### config.mk
export PLATFORM = sky130hd
export DESIGN_NAME = sl_transmitter_flat
export DESIGN_NICKNAME = d
export VERILOG_FILES = /design/src/rtl/sl_transmitter_if.sv /design/src/rtl/sl_transmitter.sv /design/src/flat_wrapper.sv
export SDC_FILE = /design/constraint.sdc
export NUM_CORES = 1
export LEC_CHECK = 0
export CAP_MARGIN = 0
export CELL_PAD_IN_SITES_DETAIL_PLACEMENT = 1
export CELL_PAD_IN_SITES_GLOBAL_PLACEMENT = 1
export CORE_ASPECT_RATIO = 0.7
export CORE_MARGIN = 5
export CORE_UTILIZATION = 37
export DETAILED_ROUTE_END_ITERATION = 12
export PLACE_DENSITY_LB_ADDON = 0.2
export SLEW_MARGIN = 10
export SYNTH_ARGS = -nofsm -noshare
export SYNTH_HDL_FRONTEND = slang
export SYNTH_SLANG_ARGS = --single-unit
### constraint.sdc
create_clock -name clk -period 8.8 [get_ports clk]
set_input_delay 1.32 -clock clk [delete_from_list [all_inputs] [get_ports clk]]
set_output_delay 1.32 -clock clk [all_outputs]
set_load 0.01 [all_outputs]
### src/rtl/sl_transmitter_if.sv
// Word handshake and SL line bundle between a word source and sl_transmitter.
interface sl_transmitter_if;
  logic [31:0] tx_data;
  logic        tx_valid;
  logic        tx_ready;
  logic        serial_line_zeroes;
  logic        serial_line_ones;
  logic        tx_busy;
  logic        tx_done;

  modport master (
    output tx_data, tx_valid,
    input  tx_ready, serial_line_zeroes, serial_line_ones, tx_busy, tx_done
  );

  modport slave (
    input  tx_data, tx_valid,
    output tx_ready, serial_line_zeroes, serial_line_ones, tx_busy, tx_done
  );
endinterface

### src/rtl/sl_transmitter.sv
// SL word transmitter: BQ data bits LSB-first, odd parity, stop; each bit is a LOW_LEN low pulse then HIGH_LEN idle-high.
// Lines go low the cycle after accept; a config write in IDLE takes priority over a word.
module sl_transmitter #(
  parameter int CONFIG_WIDTH = 16,
  parameter int LOW_LEN      = 16,
  parameter int HIGH_LEN     = 16
) (
  input  logic                    clk,
  input  logic                    rst_n,
  sl_transmitter_if.slave         bus,
  input  logic [CONFIG_WIDTH-1:0] wr_config_w,
  input  logic                    wr_enable,
  output logic [CONFIG_WIDTH-1:0] r_config_w
);

  localparam int PMAX = (LOW_LEN > HIGH_LEN) ? LOW_LEN : HIGH_LEN;
  localparam int PW   = (PMAX > 1) ? $clog2(PMAX) : 1;

  typedef enum logic [1:0] {IDLE, LOW, HIGH} state_t;

  state_t                  state;
  logic [PW-1:0]           phase;
  logic [5:0]              bit_idx;
  logic [5:0]              frame_bq;
  logic [32:0]             shreg;
  logic [CONFIG_WIDTH-1:0] cfg;
  logic                    zeroes_q;
  logic                    ones_q;
  logic                    busy_q;
  logic                    done_q;

  logic [5:0]  cur_bq;
  logic [5:0]  new_bq;
  logic        cfg_ok;
  logic [32:0] mask;
  logic [32:0] masked;
  logic        par;
  logic [32:0] load;
  logic [6:0]  stop_idx;
  logic [6:0]  next_idx;

  assign cur_bq   = cfg[6:1];
  assign new_bq   = wr_config_w[6:1];
  assign cfg_ok   = ~new_bq[0] && (new_bq >= 6'd8) && (new_bq <= 6'd32);
  assign mask     = (33'd1 << cur_bq) - 33'd1;
  assign masked   = {1'b0, bus.tx_data} & mask;
  assign par      = ~^masked;
  // Parity rides in the shift register directly above the last data bit.
  assign load     = masked | ({32'd0, par} << cur_bq);
  assign stop_idx = {1'b0, frame_bq} + 7'd1;
  assign next_idx = {1'b0, bit_idx} + 7'd1;

  assign bus.tx_ready           = (state == IDLE) & ~wr_enable;
  assign bus.serial_line_zeroes = zeroes_q;
  assign bus.serial_line_ones   = ones_q;
  assign bus.tx_busy            = busy_q;
  assign bus.tx_done            = done_q;
  assign r_config_w             = cfg;

  always_ff @(posedge clk or negedge rst_n) begin
    if (!rst_n) begin
      state    <= IDLE;
      phase    <= '0;
      bit_idx  <= '0;
      frame_bq <= '0;
      shreg    <= '0;
      cfg      <= CONFIG_WIDTH'(16'h0010);
      zeroes_q <= 1'b1;
      ones_q   <= 1'b1;
      busy_q   <= 1'b0;
      done_q   <= 1'b0;
    end else begin
      done_q <= 1'b0;
      case (state)
        IDLE: begin
          if (wr_enable) begin
            if (cfg_ok) cfg <= wr_config_w;
          end else if (bus.tx_valid) begin
            state    <= LOW;
            phase    <= '0;
            bit_idx  <= '0;
            frame_bq <= cur_bq;
            shreg    <= load;
            busy_q   <= 1'b1;
            zeroes_q <= load[0];
            ones_q   <= ~load[0];
          end
        end
        LOW: begin
          if (phase == PW'(LOW_LEN - 1)) begin
            state    <= HIGH;
            phase    <= '0;
            shreg    <= shreg >> 1;
            zeroes_q <= 1'b1;
            ones_q   <= 1'b1;
          end else begin
            phase <= phase + 1'b1;
          end
        end
        HIGH: begin
          if (phase == PW'(HIGH_LEN - 1)) begin
            phase <= '0;
            if ({1'b0, bit_idx} < stop_idx) begin
              state   <= LOW;
              bit_idx <= bit_idx + 6'd1;
              if (next_idx == stop_idx) begin
                zeroes_q <= 1'b0;
                ones_q   <= 1'b0;
              end else begin
                zeroes_q <= shreg[0];
                ones_q   <= ~shreg[0];
              end
            end else begin
              state  <= IDLE;
              busy_q <= 1'b0;
              done_q <= 1'b1;
            end
          end else begin
            phase <= phase + 1'b1;
          end
        end
        default: state <= IDLE;
      endcase
    end
  end

endmodule
### src/flat_wrapper.sv
// flat-port wrapper written by rule: the top's interface ports become plain ports
module sl_transmitter_flat 
#(
  parameter int CONFIG_WIDTH = 16,
  parameter int LOW_LEN      = 16,
  parameter int HIGH_LEN     = 16
)
  (clk, rst_n, wr_config_w, wr_enable, r_config_w, bus_tx_data, bus_tx_valid, bus_tx_ready, bus_serial_line_zeroes, bus_serial_line_ones, bus_tx_busy, bus_tx_done);
  sl_transmitter_if bus_i ();
  input  logic clk;
  input  logic rst_n;
  input  logic [CONFIG_WIDTH-1:0] wr_config_w;
  input  logic wr_enable;
  output logic [CONFIG_WIDTH-1:0] r_config_w;
  input wire logic [$bits(bus_i.tx_data)-1:0] bus_tx_data;
  input wire logic [$bits(bus_i.tx_valid)-1:0] bus_tx_valid;
  output wire logic [$bits(bus_i.tx_ready)-1:0] bus_tx_ready;
  output wire logic [$bits(bus_i.serial_line_zeroes)-1:0] bus_serial_line_zeroes;
  output wire logic [$bits(bus_i.serial_line_ones)-1:0] bus_serial_line_ones;
  output wire logic [$bits(bus_i.tx_busy)-1:0] bus_tx_busy;
  output wire logic [$bits(bus_i.tx_done)-1:0] bus_tx_done;
  assign bus_i.tx_data = bus_tx_data;
  assign bus_i.tx_valid = bus_tx_valid;
  assign bus_tx_ready = bus_i.tx_ready;
  assign bus_serial_line_zeroes = bus_i.serial_line_zeroes;
  assign bus_serial_line_ones = bus_i.serial_line_ones;
  assign bus_tx_busy = bus_i.tx_busy;
  assign bus_tx_done = bus_i.tx_done;
  sl_transmitter #(.CONFIG_WIDTH(CONFIG_WIDTH), .LOW_LEN(LOW_LEN), .HIGH_LEN(HIGH_LEN)) u_core (.clk(clk), .rst_n(rst_n), .bus(bus_i), .wr_config_w(wr_config_w), .wr_enable(wr_enable), .r_config_w(r_config_w));
endmodule
==> run_results.csv <==
group,metric,value,unit
synth,yosys_register_bits,71,
synth,ys_top_cells_by_area,"dfrtp_1 33%, o21ai_0 7.1%, nand3b_1 4.9%",
power_and_ir_drop,clockPowerShare,13.9,%
critical_path,criticalPathCategory,"flop to flop",
final_layout,nets,718,
final_layout,area_growth,21.8,%
power_and_ir_drop,p_sw_share,51.9,%
synth,syn_inst,605,
timing,hold_violations,0,
final_layout,final-instance-count-excl-fill,847,
route,drt_iter0_drc,439,
cts,cts_max_level,3,
final_layout,utilization,45.9,%
global_route,antenna_found_initial,0,
final_layout,final_cell_mix,"74 x o21ai_0, 71 x clkdlybuf4s50_1, 68 x dfrtp_1, 55 x nand2_1, 36 x nand3_1",
final_layout,final_common_cell,"o21ai_0",
floorplan,die_height,109,um
critical_path,end_kind,"flop",
cts,cts_buffer_depth,2,
synth,ys.flop_type,"dfrtp_1",
timing,worst_clock_skew,9.32,ps
global_route,grt_pass1_wl,29000,um
synth,ys_types,68,
synth,synth_fa_ha_area_share,3.35,%
cts,cts_setup_buffers,0,
synth,synth-compound-area-share,19.1,%
synth,synthMuxAreaShare,5.60,%
route,drtPass1Iterations,5,
critical_path,startpoint_type,"flop",
timing,rsz0062_at_grt,"no",
cts,cts_tree,"built",
timing,finalSetupViolCount,0,
timing,fin_crit,4980,ps
power_and_ir_drop,leakagePower,0.00243,uW
placement,place_congestion,0.866,
cts,numCtsBuffers,9,
synth,ys_seq_area_share,34.1,%
timing,finalCritPeriodShare,56.6,%
route,num_vias,4945,
critical_path,crit_slowest_cell,"dfrtp_1",
timing,finalSetupTns,0,ps
global_route,grt_max_degree,72,
placement,dp_hpwl,12600,um
route,drt_wl_total,17700,um
timing,worst_slew_pin_slew,1190,ps
cts,worstSkewPairLatency,340,ps
synth,synth_top_family_by_area,"simple AND/OR/NAND/NOR gates",
cts,ctsResizeCount,0,
floorplan,pin_count,73,
route,wl_per_cell,20.9,um
placement,placedInstanceArea,6060,um^2
cts,cts.clk_slew.worst_paths,60,ps
cts,cts-root-buf,"clkbuf_16",
synth,async_reset_ff_share,100,%
cts,cts_num_sinks,71,
timing,relSlewSlack,20.4,%
placement,dpl.cell_count,831,
critical_path,cp_slowest_stage_delay,900,ps
final_layout,finalInstanceArea,6370,um^2
critical_path,worst-path-max-fanout,34,
power_and_ir_drop,ir_worst_vdd,0.000648,V
power_and_ir_drop,powerDensity,435,nW/um^2
route,viasPerCell,5.84,
floorplan,dieArea,16600,um^2
final_layout,antennaDiodeCount,0,
critical_path,cp.required,9060,ps
route,drcViolationCount,0,
cts,cts_hold_buf,0,
power_and_ir_drop,power.switching,1440,uW
synth,synth-xor-area-share,8.33,%
global_route,overflow,0,
synth,yosysTopAreaCellShare,32.5,%
power_and_ir_drop,p_int,1330,uW
flow_run,cap_violations,0,
placement,io_buffers,72,
global_route,grt_use_total,21.7,%
floorplan,core,13900,um^2
synth,synth_edf_count,0,
synth,synth_fp_nets,671,
floorplan,start_util,37.7,%
timing,fmax,201,MHz
power_and_ir_drop,power_frac_seq,21.9,%
synth,yosysTopAreaCell,"dfrtp_1",
final_layout,drive_above_1_share,9.44,%
synth,synth_warnings,0,
critical_path,crit_arrival,5240,ps
synth,yosys.area_share.simple,24.5,%
worst_hold_path,hold_class,"flop to flop",
critical_path,path_cells,"nor2_1 -> nand2_1 -> ha_1 -> o31ai_1 -> xor2_1 -> nand2_1 -> xor3_1 -> xnor3_1 -> xnor3_2 -> a31oi_1 -> o31a_1",
floorplan,rows,36,
timing,drv_slew,0,
floorplan,dieWidth,152,um
power_and_ir_drop,combPwrFrac,64.3,%
route,ant_nets,0,
global_route,grt_pass1_vias,5225,
synth,syn_area_per_cell,8.64,um^2
synth,netlist_area,5230,um^2
outcome,status,"complete, no violations",
critical_path,cpMostUsedCell,"nand2_1",
power by group through the flow:
| stage | clock (uW) | sequential (uW) | combinational (uW) |
|---|---|---|---|
| 5_1_grt | 406 | 626 | 1890 |
| 4_1_cts | 392 | 602 | 1770 |
| 2_1_floorplan | 0 | 552 | 1480 |
| 6_report | 384 | 605 | 1780 |
| 3_3_place_gp | 0 | 596 | 1730 |
| 3_5_place_dp | 0 | 603 | 1760 |
registers in the layout, indices dropped and copies added, names as in the netlist:
signal	cells
u_core.frame_bq	6
u_core.bus.tx_busy	1
u_core.shreg	33
u_core.bus.serial_line_ones	1
u_core.state	2
u_core.r_config_w	16
u_core.bus.serial_line_zeroes	1
u_core.phase	4
u_core.bit_idx	6
u_core.bus.tx_done	1
final timing paths:
| path | cells after the start | start | to | slack (ps) |
|---|---|---|---|---|
| max | 11 | u_core.r_config_w[2] | u_core.bus.serial_line_ones | 3820 |
| min | 2 | u_core.shreg[32] | u_core.shreg[32] | 480 |
| max reg2reg | 11 | u_core.r_config_w[2] | u_core.bus.serial_line_ones | 3820 |
| min reg2reg | 2 | u_core.shreg[32] | u_core.shreg[32] | 480 |
| max in group asynchronous | 2 | rst_n | u_core.shreg[21] | 6940 |
| min in group asynchronous | 2 | rst_n | u_core.r_config_w[15] | 1210 |
synth_stat cells (9+ instances only):
master	number
ha_1	14
nand2_1	55
buf_2	16
a31oi_1	31
mux2i_1	9
nand3_1	36
xnor2_1	18
inv_1	14
a21oi_1	10
mux2_2	18
xor2_1	16
nand3b_1	34
nor2b_1	11
dfrtp_1	68
clkbuf_1	25
o21ai_0	74
nor2_1	37
o21a_1	9
metal layers:
layer / part of all wire, % / vias up / global-route usage [%]
li1: - / 2298 / -
met1: 48 / 2488 / 31.2
met2: 44 / 141 / 33.5
met3: 6.0 / 18 / 5.27
met4: 1.1 / 0 / 4.23
met5: 0 / - / 0
cells by family (layout without fill, tap and decap cells):
logic type	Yosys count	in the layout
XOR/XNOR	40	40
AND/OR/NAND/NOR	229	229
flip-flops	71	71
buffers and inverters	60	112
multiplexers	27	27
adder cells (fa/ha/maj)	14	14
AO/OA/AOI/OAI	164	164
final cells by class:
class | count | area, um^2
clock inverters | 6 | 67.6
fillers | 1670 | 7510
flip-flops and latches | 71 | 1780
well taps | 190 | 238
inverters | 14 | 52.6
clock buffers | 10 | 239
multi-input cells | 474 | 3200
repair buffers | 82 | 791
critical path: cells and delay by family (launching register included):
family | cells | cell delay (ps)
xor+xnor | 4 | 1830
compound gates | 3 | 760
flops | 1 | 900
fa+ha+maj | 1 | 680
simple gates | 3 | 710
metrics by stage:
| stage | setup slack (ps) | hold WS [ps] | power [uW] |
|---|---|---|---|
| finish | 3820 | 481 | 2770 |
| global route | 3600 | 492 | 2930 |
| CTS | 3900 | 471 | 2770 |
| detailed placement | 3980 | 458 | 2360 |
| global placement | 4170 | 444 | 2330 |
| floorplan | 5040 | 430 | 2030 |
Power figures use the tool's default switching activity.
